**src/rtl/pc_rd_req_arbiter.sv**
```systemverilog
// Round-robin sharing of one AXI4 read port between REQ_NB requesters, with
// ARID-tagged routing of R beats, per-requester outstanding limits and a drain handshake.
module pc_rd_req_arbiter #(
    parameter int REQ_NB     = 4,
    parameter int AXI_ADD_W  = 64,
    parameter int AXI_DATA_W = 512,
    parameter int AXI_ID_W   = 4,
    parameter int OUTST_MAX  = 16
) (
    input  logic                          clk,
    input  logic                          s_rst_n,
    input  logic [REQ_NB-1:0]             req_arvalid,
    output logic [REQ_NB-1:0]             req_arready,
    input  logic [REQ_NB*AXI_ADD_W-1:0]   req_araddr,
    input  logic [REQ_NB*8-1:0]           req_arlen,
    output logic [REQ_NB-1:0]             req_rvalid,
    input  logic [REQ_NB-1:0]             req_rready,
    output logic [AXI_DATA_W-1:0]         req_rdata,
    output logic                          req_rlast,
    output logic                          m_axi_arvalid,
    input  logic                          m_axi_arready,
    output logic [AXI_ADD_W-1:0]          m_axi_araddr,
    output logic [7:0]                    m_axi_arlen,
    output logic [AXI_ID_W-1:0]           m_axi_arid,
    output logic [2:0]                    m_axi_arsize,
    output logic [1:0]                    m_axi_arburst,
    input  logic                          m_axi_rvalid,
    output logic                          m_axi_rready,
    input  logic [AXI_DATA_W-1:0]         m_axi_rdata,
    input  logic                          m_axi_rlast,
    input  logic [AXI_ID_W-1:0]           m_axi_rid,
    input  logic                          drain,
    output logic                          drain_done,
    output logic                          err_rid
);
    localparam int IDX_W = $clog2(REQ_NB);
    localparam int CNT_W = $clog2(OUTST_MAX + 1);
    localparam logic [2:0] AR_SIZE = 3'($clog2(AXI_DATA_W / 8));

    typedef enum logic [1:0] {ST_RUN, ST_DRAIN, ST_IDLE} state_e;

    state_e               state;
    logic [IDX_W-1:0]     ptr;
    logic [CNT_W-1:0]     cnt     [REQ_NB];
    logic [CNT_W-1:0]     cnt_nxt [REQ_NB];
    logic                 grant_vld;
    logic [IDX_W-1:0]     grant_idx;
    logic [AXI_ADD_W-1:0] grant_addr;
    logic [7:0]           grant_len;
    logic                 ar_hs, ar_free, ar_full_nxt;
    logic                 r_hs, rid_ok, underflow, cnt_zero_nxt;
    logic [IDX_W-1:0]     rid_idx;

    assign m_axi_arsize  = AR_SIZE;
    assign m_axi_arburst = 2'b01;
    assign ar_hs         = m_axi_arvalid && m_axi_arready;
    assign ar_free       = !m_axi_arvalid || m_axi_arready;
    assign ar_full_nxt   = grant_vld || (m_axi_arvalid && !m_axi_arready);
    assign rid_ok        = ({1'b0, m_axi_rid} < (AXI_ID_W + 1)'(REQ_NB));
    assign rid_idx       = m_axi_rid[IDX_W-1:0];
    assign r_hs          = m_axi_rvalid && m_axi_rready;

    // The burst sitting in the AR register counts against its owner, so a
    // requester at OUTST_MAX-1 cannot be granted twice before its count moves.
    always_comb begin : arbiter
        logic [IDX_W-1:0] idx;
        logic [CNT_W:0]   eff;
        logic             pend;
        grant_vld  = 1'b0;
        grant_idx  = '0;
        grant_addr = '0;
        grant_len  = '0;
        idx        = '0;
        eff        = '0;
        pend       = 1'b0;
        if (s_rst_n && state == ST_RUN && ar_free) begin
            for (int k = REQ_NB - 1; k >= 0; k--) begin
                idx  = ptr + IDX_W'(k);
                pend = m_axi_arvalid && (m_axi_arid == AXI_ID_W'(idx));
                eff  = {1'b0, cnt[idx]} + (CNT_W + 1)'(pend);
                if (req_arvalid[idx] && eff < (CNT_W + 1)'(OUTST_MAX)) begin
                    grant_vld  = 1'b1;
                    grant_idx  = idx;
                    grant_addr = req_araddr[int'(idx)*AXI_ADD_W +: AXI_ADD_W];
                    grant_len  = req_arlen[int'(idx)*8 +: 8];
                end
            end
        end
    end

    always_comb begin
        req_arready = '0;
        if (grant_vld) req_arready[grant_idx] = 1'b1;
    end

    always_comb begin
        cnt_zero_nxt = 1'b1;
        underflow    = r_hs && m_axi_rlast && rid_ok && (cnt[rid_idx] == '0);
        for (int i = 0; i < REQ_NB; i++) begin
            cnt_nxt[i] = cnt[i];
            if (ar_hs && m_axi_arid == AXI_ID_W'(i))
                cnt_nxt[i] = cnt_nxt[i] + CNT_W'(1);
            if (r_hs && m_axi_rlast && rid_ok && rid_idx == IDX_W'(i) && cnt[i] != '0)
                cnt_nxt[i] = cnt_nxt[i] - CNT_W'(1);
            if (cnt_nxt[i] != '0) cnt_zero_nxt = 1'b0;
        end
    end

    always_ff @(posedge clk) begin
        if (!s_rst_n) begin
            m_axi_arvalid <= 1'b0;
            ptr           <= '0;
            state         <= ST_RUN;
            drain_done    <= 1'b0;
            err_rid       <= 1'b0;
            for (int i = 0; i < REQ_NB; i++) cnt[i] <= '0;
        end else begin
            if (grant_vld) begin
                m_axi_arvalid <= 1'b1;
                ptr           <= grant_idx + IDX_W'(1);
            end else if (m_axi_arready) begin
                m_axi_arvalid <= 1'b0;
            end
            for (int i = 0; i < REQ_NB; i++) cnt[i] <= cnt_nxt[i];
            if (underflow || (m_axi_rvalid && !rid_ok)) err_rid <= 1'b1;
            case (state)
                ST_RUN: if (drain) state <= ST_DRAIN;
                ST_DRAIN: begin
                    if (!drain) begin
                        state <= ST_RUN;
                    end else if (!ar_full_nxt && cnt_zero_nxt) begin
                        state      <= ST_IDLE;
                        drain_done <= 1'b1;
                    end
                end
                ST_IDLE: begin
                    if (!drain) begin
                        state      <= ST_RUN;
                        drain_done <= 1'b0;
                    end
                end
                default: state <= ST_RUN;
            endcase
        end
    end

    always_ff @(posedge clk) begin
        if (grant_vld) begin
            m_axi_araddr <= grant_addr;
            m_axi_arlen  <= grant_len;
            m_axi_arid   <= AXI_ID_W'(grant_idx);
        end
    end

    // R path is pure steering: no storage, backpressure passes straight through.
    assign req_rdata    = m_axi_rdata;
    assign req_rlast    = m_axi_rlast;
    assign m_axi_rready = rid_ok ? req_rready[rid_idx] : 1'b1;

    always_comb begin
        req_rvalid = '0;
        if (m_axi_rvalid && rid_ok) req_rvalid[rid_idx] = 1'b1;
    end
endmodule

```
**config.mk**
```make
export PLATFORM = sky130hd
export DESIGN_NAME = pc_rd_req_arbiter
export DESIGN_NICKNAME = d
export VERILOG_FILES = /design/src/rtl/pc_rd_req_arbiter.sv
export SDC_FILE = /design/constraint.sdc
export NUM_CORES = 1
export LEC_CHECK = 0
export ABC_AREA = 1
export CAP_MARGIN = 10
export CORE_AREA = 2 2 551 553
export CTS_CLUSTER_SIZE = 20
export DETAILED_ROUTE_END_ITERATION = 10
export DIE_AREA = 0 0 553 555
export SYNTH_ARGS = -nofsm -noshare
export SYNTH_HDL_FRONTEND = slang
export SYNTH_SLANG_ARGS = --single-unit
export TNS_END_PERCENT = 100
```
**constraint.sdc**
```tcl
create_clock -name clk -period 4.19 [get_ports clk]
set_input_delay 0.838 -clock clk [delete_from_list [all_inputs] [get_ports clk]]
set_output_delay 0.838 -clock clk [all_outputs]
set_load 0.02 [all_outputs]
```
# --- Word-level counts from Yosys, hierarchy flattened ---
# Memory sizes are Yosys's and may differ from the RTL's. A register that Yosys moved wholly into a read port is not among the register bits.
# Cells that the tools add are included.
op_classes:
  addsub: 16
  magnitude_cmp: 13
  eq_ne: 17
  shifts: 8
  muxes: 66
  n_bitwise: 4
  n_reduce_logical: 56
op_table:
  columns: ["cell", "count"]
  rows:
  - ["$shiftx A256 B9 Y64", 4]
  - ["$mux W64", 4]
  - ["$shiftx A32 B6 Y8", 4]
  - ["$mux W5", 12]
  - ["$reduce_bool A5 Y1", 8]
  - ["$logic_and A1 B1 Y1", 33]
  - ["$mux W8", 4]
  - ["$add A5 B1 Y6", 4]
  - ["$lt A6 B5 Y1 const B", 4]
  - ["$mux W1", 24]
  - ["$mux W2", 11]
  - ["$add A5 B1 Y5 const B", 4]
  - ["$sub A5 B1 Y5 const B", 4]
  - ["$lt A2 B3 Y1 const B", 6]
  - ["$bmux W1 S2", 5]
  - ["$eq A2 B2 Y1 const B", 5]
  - ["$eq A2 B2 Y1", 4]
  - ["$mux W4", 2]
  - ["$ne A2 B2 Y1 const B", 4]
  - ["$eq A2 B1 Y1 const B", 3]
  - ["$pmux W2 S3", 1]
  - ["$logic_not A5 Y1", 1]
  - ["$add A2 B1 Y2 const B", 2]
  - ["$add A2 B2 Y2 const B", 2]
  - ["13 further kinds", 25]
totals:
  register_bits: 81
  ram_bits: 20
  input_bits: 818
  wordCells: 189
  n_memories: 1
memory_table:
  columns: ["memory", "depth", "word_bits", "read_ports", "rd_ports_with_merged_regs", "write_ports", "line_no", "text"]
  rows:
  - ["cnt", 4, 5, 9, 1, 4, "44", "logic [CNT_W-1:0] cnt [REQ_NB];"]

# --- Logic depth before layout (Yosys ltp) ---
# Gate-level depths: netlist of run 1.
logic_depth:
  word_depth: 18
  depth_mapped: 19
  ltp_nobuf: 19

# --- Worst setup path after synthesis of run 1 ---
# Ideal clock, no wire load.
synth_path:
  path_kind: "input port to flip-flop"
  startpoint: "input port req_arvalid[1]"
  endpoint: "register m_axi_araddr[0], enable pin"
  setup_time_ns: 0.429
  arrival_ns: 2.947
  t_required_ns: 3.761
  setup_slack_ns: 0.814
  stages: 8
  path_cell_list: "nand2_1 -> nand3_1 -> o21ai_0 -> a21oi_1 -> nand2_1 -> nand2_1 -> o21ai_4 -> inv_1"
synth_between:
  elab_chain_cells: 8
  elab_cells_between_ends: 17
  cone_classes: "mux (13); reduce/logical (4)"
synth_rtl:
  columns: ["item", "line_no", "text"]
  rows:
  - ["from (decl)", "12", "input logic [REQ_NB-1:0] req_arvalid,"]
  - ["$bmux W1 S2", "81", "if (req_arvalid[idx] && eff < (CNT_W + 1)'(OUTST_MAX)) begin"]
  - ["$mux W1 (not written as such)", "81", null]
  - ["$logic_and A1 B1 Y1", "81", null]
  - ["$mux W1 (3 in a row)", "81", null]
  - ["$mux W1 *", "81", null]
  - ["$mux W1 *", "76", "if (s_rst_n && state == ST_RUN && ar_free) begin"]
  - ["named net grant_vld", "46", "logic grant_vld;"]
  - ["to (signal assigned)", "149", "m_axi_araddr <= grant_addr;"]
  - ["to (decl)", "22", "output logic [AXI_ADD_W-1:0] m_axi_araddr,"]
# Mark *: on every way through the listed nets, which the timed path passes. The rest lies on a longest branch. The select of a mux whose other input is x is not followed.
# A chain may end at the register's enable or synchronous reset.

# --- Worst setup path in the final report of run 1 ---
layout_path:
  startpoint: "input port req_arvalid[3]"
  endpoint: "output port req_arready[2]"
layout_between:
  elab_chain_cells: 13
  elab_cells_between_ends: 28
  cone_classes: "order compare (2); mux (21); reduce/logical (5)"
layout_rtl:
  columns: ["item", "line_no", "text"]
  rows:
  - ["$bmux W1 S2", "81", null]
  - ["$mux W1 (not written as such)", "81", null]
  - ["$logic_and A1 B1 Y1", "81", null]
  - ["$mux W2 (4 in a row)", "81", null]
  - ["$mux W2", "76", null]
  - ["$lt A2 B3 Y1 (not written as such) / $ge A2 B1 Y1 (equally long branches)", "93", "if (grant_vld) req_arready[grant_idx] = 1'b1;"]
  - ["$logic_and A1 B1 Y1 (not written as such)", "93", null]
  - ["$mux W1 (not written as such)", "93", null]
  - ["$demux W1 S2", "93", null]
  - ["$mux W4 *", "93", null]
  - ["to (decl)", "13", "output logic [REQ_NB-1:0] req_arready,"]
# Every way passes the cells marked *; elsewhere a longest branch is shown, timed or not. The select of a mux whose other input is x is not followed.

==> key figures, run 1 <==
Status
  – Outcome: finished, final reports clean

Place
  – IO Port Bufs: 392
  – HPWL Detailed: 222.8 mm
  – Gp weighted congestion: 0.9375
  – Placed cell area: 0.02258 mm2

CTS
  – Max Root-Sink Buffers: 3
  – Post-cts hold buffer count: 0
  – Root buffer cell: clkbuf_16
  – Clock sinks: 103
  – Latest clock arrival within the worst-skew pair: 550 ps
  – Total CTS buffers: 13
  – # H-tree levels: 3
  – CTS tree: built
  – Clk slew on worst S/H paths: 80 ps

STA
  – Slew margin rel.: 23.89%
  – Slew Limit Fails: 0
  – Worst slew pin tran: 1142 ps
  – Final period util: 93.55%
  – Fin. Hold Viols: 0
  – Setup-failing EPs final: 0
  – Layout Skew: 45.59 ps
  – Peak Freq: 255.1 MHz
  – RSZ-0062 raised after global routing: no
  – Min Tclk post-route: 3920 ps

Cells and area
  – Design area: 0.02305 mm2
  – # fillers: 35620
  – Area Overhead vs Synth: 29.37%
  – Layout cells sized above 1: 3.887%
  – Nets@finish: 3483
  – Area of the multi-input gates: 0.009460 mm2
  – Register area: 0.002810 mm2

Power
  – Clock power share: 15.8%
  – Pint: 3.690 mW
  – Switching share of power: 53.07%
  – Power Dens Cells: 341.1 mW/mm2
  – Psw: 4.172 mW
  – Combinational share of power: 66.0%
  – Sequential share of power: 18.2%
  – Lkg Pwr: 8.015 nW
  – VDD IR max: 0.2672 mV
  – Total power: 7.862 mW

Yosys
  – Yosys cell types: 40
  – Post-synth top area cell: buf_4
  – Seq/Total Area, Yosys: 15.73%
  – Synth Cell Area: 0.01782 mm2
  – Asr flop ratio synth: 0%
  – Synth area leaders: buf_4 (22%), o21ai_0 (14%), nand2_1 (14%)
  – Number of synthesized flops with an enable pin: 74
  – Warnings from Yosys: 0
  – Avg Inst Size Synth: 6.180 um2
  – Synthesized flop and latch total: 103
  – Post-Synthesis Cells: 2883
  – Ys flop type: edfxtp_1
  – Yosys top cell area share: 22.33%

Global routing
  – Met1 Resource Use GR: 9.189%
  – All-Layer GR Usage: 15.27%
  – Met3 Use GR: 21.90%
  – Largest net degree at the start of global routing: 218
  – Busiest grt layer: met2
  – Vias in the first global route: 16200
  – Antenna violations before repair: 112
  – Grt ovf: 0
  – First-pass GRT wire length: 279.5 mm
  – Grt met2 use: 23.49%

Worst setup path
  – CP startpoint kind: input port
  – CP Data Arrival Time: 3080 ps
  – Worst-path fanout max: 3
  – Crit-path max cell delay: 510 ps
  – CP Cell Sequence: clkdlybuf4s50_1 > nand2_1 > nand2_1 > o21ai_1 > nor2_1 > o21ai_4 > buf_4 > o211ai_1 > nand3_1 > buf_4 > ha_1 > inv_1 > nor2_1 > dlygate4sd2_1
  – Worst endpoint required time: 3350 ps
  – RR Startpoint: ptr[0]
  – Critical path capture point type: primary output
  – Slowest CP cell: clkdlybuf4s50_1
  – Crit Path Category: input port to primary output
  – Crit. Startpoint: req_arvalid[3]
  – FF-to-FF path depth: 9

Hold path
  – Hold Crit Depth: 2
  – Min-Delay Path Class: register to register
  – Hold wc startpoint: drain_done

Floorplan
  – Die extent in x: 553 um
  – Die Y: 555 um
  – Die area: 0.3069 mm2
  – I/O Pins: 1424
  – Starting Density: 5.914%
  – Row count: 202
  – Core Region: 0.3013 mm2

Route
  – Drt drc: 0
  – Vias: 18970
  – Final wirelength: 243.7 mm
  – DR pass1 iterations: 5
  – Vias per cell: 2.851
  – Initial DRC count: 1910
  – Avg WL per Cell: 36.63 um
  – Post-route ant nets: 0

Job
  – Max_cap viols: 0
==> cells by family after synthesis <==
group,count (synthesis),share of synthesized area [%]
AO/OA/AOI/OAI,675,19.95
XOR/XNOR,7,0.3863
adder cells (fa/ha/maj),16,1.124
buffers and inverters,944,31.67
flip-flops,103,15.73
multiplexers,163,9.158
other,2,0.04215
AND/OR/NAND/NOR,973,21.94
==> Yosys cell counts, types with 43 or more instances <==
library cell and n:
nand2_1 643, buf_4 530, o21ai_0 492, inv_1 237
nor2_1 181, mux2i_1 163, nand3_1 102, a21oi_1 94
clkbuf_1 86, edfxtp_1 74, buf_2 61, o21ai_1 43
==> final timing paths <==
kind,to,slack [ps]
max,req_arready[2],270
min reg2reg,drain_done,480
max reg2reg,m_axi_araddr[31],880
min,drain_done,480
==> placed cells by master (no fill, tap or decap), types with 2 or more instances in the layout <==
cell type and instances:
nand2_1 641, o21ai_0 492, clkdlybuf4s50_1 387, inv_1 235
nor2_1 181, mux2i_1 163, nand3_1 102, a21oi_1 93
edfxtp_1 74, o21ai_1 43, buf_4 41, dfxtp_1 27
diode_2 25, nand4_1 24, o311ai_0 21, ha_1 16
clkbuf_16 13, buf_12 10, o311ai_1 9, conb_1 7
nand2_2 6, inv_2 5, a41oi_1 5, inv_4 4
nand2_4 4, nor2_2 4, nor3_1 4, dlygate4sd2_1 4
o21a_1 3, xor2_1 3, xnor2_1 3, nand2_8 2
o21ai_4 2, o211ai_1 2, inv_6 2, nor2_4 2
nand3b_1 2, dfxtp_4 2
==> per-stage QoR <==
step | instances | TNS [ps] | hold WS (ps) | setup slack, ps | utilization [%]
3_5_place_dp | 6609 | -180.4 | 467.3 | -59.81 | 7.494
3_3_place_gp | 6609 | -281.1 | 459.8 | -91.88 | 7.494
2_1_floorplan | 2888 | 0 | 472.0 | 814.0 | -
5_1_grt | 6638 | 0 | 505.1 | 1.002 | 7.638
4_1_cts | 6625 | 0 | 480.4 | 136.0 | 7.616
6_report | 6653 | 0 | 482.8 | 270.3 | 7.650
==> routing by layer <==
layer  wire length (um)  vias up  part of all wire [%]
met5                957        -                  0.39
met4              10930       76                   4.5
met3              75530      420                    31
met2             105500     1904                    43
met1              50720     8117                    21
li1                   -     8448                     -
==> final cells by class <==
type / instances / area share [%]
multi-input cells: 1842 / 41.05
well taps: 3978 / 21.59
repair buffers: 442 / 19.16
flip-flops and latches: 103 / 12.19
inverters: 247 / 4.142
clock buffers: 14 / 1.428
diodes: 25 / 0.2714
clock inverters: 2 / 0.1629
==> registers in the layout, summed over array words and instances (netlist names), named ones only <==
register       cells
m_axi_arid         2
m_axi_arlen        8
drain_done         1
err_rid            1
m_axi_arvalid      1
cnt               20
m_axi_araddr      64
state              2
ptr                2
==> power by group through the flow <==
| stage | clock, mW | sequential [mW] | combinational (mW) |
|---|---|---|---|
| 6_report | 1.24 | 1.43 | 5.19 |
| 3_5_place_dp | 0 | 1.45 | 5.18 |
| 5_1_grt | 1.32 | 1.44 | 5.70 |
| 2_1_floorplan | 0 | 1.58 | 3.59 |
| 4_1_cts | 1.34 | 1.43 | 5.20 |
| 3_3_place_gp | 0 | 1.45 | 5.14 |
==> timing repair <==
action / in CTS / in global routing
gates cloned: 0 / 1
gates resized for setup: 6 / 3
pin swaps: 1 / 1
buffers inserted: 0 / 2
endpoints found under the hold margin: 0 / 0
endpoints found under the setup margin: 4 / 4
==> critical path: cells and delay by family <==
family | cells | cell delay, ps
AO/OA/AOI/OAI | 3 | 350
AND/OR/NAND/NOR | 5 | 520
buffers and inverters | 5 | 1210
adder cells (fa/ha/maj) | 1 | 190
(Power assumes the default switching activity.)
==> inputs of run 2 (changes only) <==
--- a/config.mk
+++ b/config.mk
@@ -8,6 +8,7 @@
 export ABC_AREA = 1
 export CAP_MARGIN = 10
 export CORE_AREA = 2 2 551 553
+export CTS_BUF_LIST = sky130_fd_sc_hd__clkbuf_8
 export CTS_CLUSTER_SIZE = 20
 export DETAILED_ROUTE_END_ITERATION = 10
 export DIE_AREA = 0 0 553 555
==> run 2 against run 1 <==
Against the previous run: total power down 4.1%; first-iteration DRC count fell by 8.8%; critical path depth stayed put; sequential cell count did not move; core utilization hardly changed; combinational power is essentially flat; largest power group unchanged.
==> key figures, run 2 (synthesis gave the netlist of run 1 again) <==
Floorplan
  – Die Y: 555 um
  – I/O Pins: 1424
  – Die area: 0.3069 mm2
  – Row count: 202
  – Starting Density: 5.914%
  – Die extent in x: 553 um
  – Core Region: 0.3013 mm2

Place
  – IO Port Bufs: 392
  – HPWL Detailed: 222.8 mm
  – Gp weighted congestion: 0.9375
  – Pre-CTS worst setup slack: -59.81 ps

Power
  – Lkg Pwr: 7.962 nW
  – VDD IR max: 0.2784 mV
  – Power Dens Cells: 327.0 mW/mm2

Global routing
  – Antenna violations before repair: 113
  – Largest net degree at the start of global routing: 218
  – All-Layer GR Usage: 15.29%
  – First-pass GRT wire length: 281.1 mm
  – Grt ovf: 0
  – Vias in the first global route: 16430

CTS
  – CTS tree: built
  – Clock sinks: 103
  – Root buffer cell: clkbuf_8
  – Max Root-Sink Buffers: 3
  – Total CTS buffers: 13
  – Post-cts hold buffer count: 0
  – # H-tree levels: 3
  – Clk slew on worst S/H paths: 110 ps
  – Latest clock arrival within the worst-skew pair: 660 ps

Cells and area
  – Area Overhead vs Synth: 29.39%
  – Largest regs: m_axi_araddr x64, cnt x20, m_axi_arlen x8
  – Area of the multi-input gates: 0.009477 mm2
  – # fillers: 35640
  – Most flop-heavy register: m_axi_araddr
  – Commonest non-fill, non-tap cells in the layout: nand2_1 (641), o21ai_0 (492), clkdlybuf4s50_1 (387)
  – Max reg flops: 64
  – Final Util: 7.652%
  – Nets@finish: 3486
  – Register area: 0.002810 mm2
  – Commonest non-fill, non-tap cell in the layout: nand2_1
  – Layout cells sized above 1: 4.033%

STA
  – Peak Freq: 257.3 MHz
  – Slew Limit Fails: 0
  – Layout Skew: 79.89 ps
  – Worst slew pin tran: 1097 ps
  – Final Worst Setup Slack: 302.9 ps
  – Final period util: 92.77%
  – Fin. Hold Viols: 0
  – Slew margin rel.: 26.84%
  – Setup-failing EPs final: 0
  – Min Tclk post-route: 3887 ps

Status
  – Outcome: finished, final reports clean

Route
  – Final wirelength: 243.9 mm
  – Post-route ant nets: 0
  – Avg WL per Cell: 36.41 um
  – Vias per cell: 2.854
  – Vias: 19120
  – Drt drc: 0
  – DR pass1 iterations: 5
  – Initial DRC count: 1741

Worst setup path
  – CP Data Arrival Time: 3050 ps
  – FF-to-FF path depth: 9
  – RR Startpoint: ptr[0]
  – Crit Path Category: input port to primary output
  – Worst-path fanout max: 3
  – Crit path capture: req_arready[1]
  – CP startpoint kind: input port
  – Setup slack, reg-to-reg: 980 ps
  – Critical path capture point type: primary output
  – Crit. Startpoint: req_arvalid[2]
  – Worst endpoint required time: 3350 ps
  – Reg2Reg Capture Point: m_axi_araddr[31]

Hold path
  – Min-Delay Path Class: register to register

Job
  – Max_cap viols: 0
run 2: cell count changes in the layout (fill, tap and decap cells not counted), sizes merged:
cell / delta
clkdlybuf4s15: +2
buf: +2
dlygate4sd2: -2
nand2: +1
clkbuf: -1
inv: +1
diode: +44
run 2: where the power goes:
group	total [mW]	switching [mW]	internal, mW
logic	5.18	3.43	1.75
registers	1.42	0.101	1.32
clock network	0.931	0.581	0.350
total	7.54	4.11	3.42
run 2: layer usage:
| metal | wire length [um] | track usage (%) |
|---|---|---|
| met1 | 50770 | 9.195 |
| met2 | 104500 | 23.43 |
| met3 | 75770 | 21.93 |
| met4 | 12030 | 6.336 |
| met5 | 830 | 1.047 |
run 2: worst max-delay path, stage by stage:
cell,delay [ps]
clkdlybuf4s50_1,510
nand2_1,70
nand2_1,80
o21ai_1,70
nor2_1,200
o21ai_4,100
buf_4,170
o211ai_1,180
nand3_1,120
inv_1,110
ha_1,150
inv_1,40
nor2_1,80
dlygate4sd2_1,330
run 2: layout make-up:
cell class                 instances  area share (%)
timing repair buffer             444           19.25
sequential                       103           12.19
multi-input combinational       1843           41.11
tap                             3978           21.59
clock inverter                     3          0.1791
inverter                         247           4.152
clock buffer                      13          0.7762
antenna                           69          0.7490
run 2: timing repair:
item                                    4_1_cts  5_1_grt
pin swaps                                     1        1
buffers inserted                              2        3
endpoints found under the setup margin        4        4
gates cloned                                  2        0
resized for setup                             8        6
run 2: worst min path at each step:
stage	endpoint	cells after the start	slack, ps	start
after floorplan	state[0]	3	470	state[0]
after global placement	drain_done	2	460	drain_done
after detailed placement	drain_done	2	470	drain_done
after CTS	drain_done	2	490	drain_done
after global routing	drain_done	2	510	drain_done
final	drain_done	2	480	drain_done
run 2: stage by stage:
step           cells  hold slack, ps  total power [mW]  cell area, um2  setup TNS (ps)
4_1_cts         6628           485.9             7.685           22840               0
2_1_floorplan   2888           472.0             5.169           17830               0
3_3_place_gp    6609           459.8             6.589           22580          -281.1
5_1_grt         6675           510.8             8.177           22990          -1.553
6_report        6700           484.1             7.538           23050               0
3_5_place_dp    6609           467.3             6.633           22580          -180.4
==> edit (flow settings as in run 2) <==
Make the reset (`s_rst_n`) asynchronous in one clocked block.
--- a/src/rtl/pc_rd_req_arbiter.sv
+++ b/src/rtl/pc_rd_req_arbiter.sv
@@ -106,7 +106,7 @@
         end
     end
 
-    always_ff @(posedge clk) begin
+    always_ff @(posedge clk or negedge s_rst_n) begin
         if (!s_rst_n) begin
             m_axi_arvalid <= 1'b0;
             ptr           <= '0;
Check against the original RTL: not settled (the Yosys comparison gave no result); the edit may change what the design does.
==> edit against run 2 <==
  * Hold slack gained 20 ps
  * Final area shrank 1.7%
  * First-iteration DRC count shrank 15%
  * Area after synthesis shrank 2.0%
  * Die area is the same
  * Worst setup slack lost 47 ps
  * Global-route usage shrank 0.24 points
  * Routed wire length shrank 1.5%
  * Count of clock-buffer cells in the layout is the same
  * Sequential cell count shrank 2
  * Power grew 66%
==> edit: results (changes against run 2) <==
Outcome
  – Status: completed

Place
  – HPWL after detailed placement: 218 mm (-2.4%)
  – Worst Setup Slack post-DPL: -14.0 ps (+45.8 ps)
  – Number of cells after detailed placement: 6248 (-5.5%)
  – Standard cell area after detailed placement: 0.0223 mm^2 (-1.4%)

Layout
  – Antenna cells: 51 (-26%)
  – FF+latch count: 101 (-1.9%)
  – Fillers: 35561 (-0.22%)
  – Final layout net count: 3124 (-10%)
  – Number of non-clock inverters: 174 (-30%)
  – P&R area growth vs syn: 29.8%
  – Total number of multi-input combinational cells: 1560 (-15%)
  – Area of the multi-input gates: 0.00940 mm^2 (-0.78%)
  – Share of cells above drive strength 1: 4.28% (+0.24 points)
  – Clock Network Area Fraction: 0.994% (+0.039 points)
  – Sequential share of cell area: 12.8% (+0.63 points)

Drt
  – Detailed-route wire length on metal 1: 45.1 mm (-11%)
  – TritonRoute pass-1 iters: 8 (+3)
  – DR WL met2: 103 mm (-1.3%)
  – DRC violation total after the first TritonRoute iteration: 1482 (-15%)
  – Routed wire length on met3: 79.6 mm (+5.1%)

Global route
  – Largest net degree at the start of global routing: 113 (-48%)
  – Number of global-route vias before repair: 15050 (-8.4%)
  – Antenna violations before repair: 131 (+16%)
  – First-pass GRT wire length: 274 mm (-2.6%)
  – GRT Overall Usage: 15.1% (-0.24 points)

Synthesis
  – Share of async-settable or async-resettable flops after synthesis: 26.7% (+27 points)
  – Cell types occupying the most area after synthesis: buf_4 23%, mux2i_1 20%, edfxtp_1 13%
  – Synthesized area per cell: 7.00 um^2 (+13%)
  – Top cells by instance count after synthesis: 532 x buf_4, 418 x nand2_1, 351 x mux2i_1
  – Post-synthesis cell type count: 37 (-7.5%)

STA
  – Hold slack final: 504 ps (+20.2 ps)
  – Transition time at the pin with the least slew margin: 1210 ps (+113 ps)

Power and ir drop
  – Clock share of power: 8.8% (-3.6 points)
  – Leakage component of the power: 0.00807 uW (+1.4%)
  – Sequential logic power: 1790 uW (+26%)
  – Highest ir drop seen on vdd: 0.000544 V (+95%)

Critical path
  – Category of the most critical setup path: flop to output port
  – Critical-path cell with the highest stage delay: dfrtp_4
  – Reg2reg start: ptr[0]$_DFFE_PN0P_
  – Reg2reg end: m_axi_araddr[40]$_SDFFCE_PN0P_
  – Flop-to-flop setup slack: 460 ps (-520 ps)
  – R2r worst-path depth: 10 (+1)
  – Delay of the slowest critical-path stage: 550 ps (+40 ps)
  – CP top delay family: simple AND/OR/NAND/NOR gates
  – Critical path arrival: 3100 ps (+50 ps)

Clock network
  – Clock transition at the registers of the reported paths: 180 ps (+70 ps)

Hold path
  – Hold path start: err_rid$_DFFE_PN0P_
==> edit: kinds of logic (layout without fill, tap and decap cells) <==
family | count (synthesis) | after routing | synth area share (%)
AO/OA/AOI/OAI | 403 | 403 | 13.7
XOR/XNOR | 11 | 11 | 0.595
adder cells (fa/ha/maj) | 16 | 16 | 1.15
buffers and inverters | 840 | 630 | 29.9
flip-flops | 101 | 101 | 16.6
multiplexers | 351 | 351 | 20.1
other | 2 | 58 | 0.0430
AND/OR/NAND/NOR | 772 | 772 | 17.9
==> edit: timing repair <==
action	in CTS	in global routing
setup endpoints to repair	4	4
hold buffers	0	0
setup buffers	5	0
cloned	0	0
resized for setup	10	9
==> edit: tightest hold or removal path, cell delays in order, from the launching register on <==
cell	delay (ps)
dfrtp_1	380
inv_1	40
nand3_1	70
==> edit: metal layers <==
layer	vias to the layer above	track usage, %
li1	7483	-
met1	7567	7.92
met2	1843	23.1
met3	444	23.6
met4	98	5.79
met5	-	1.84
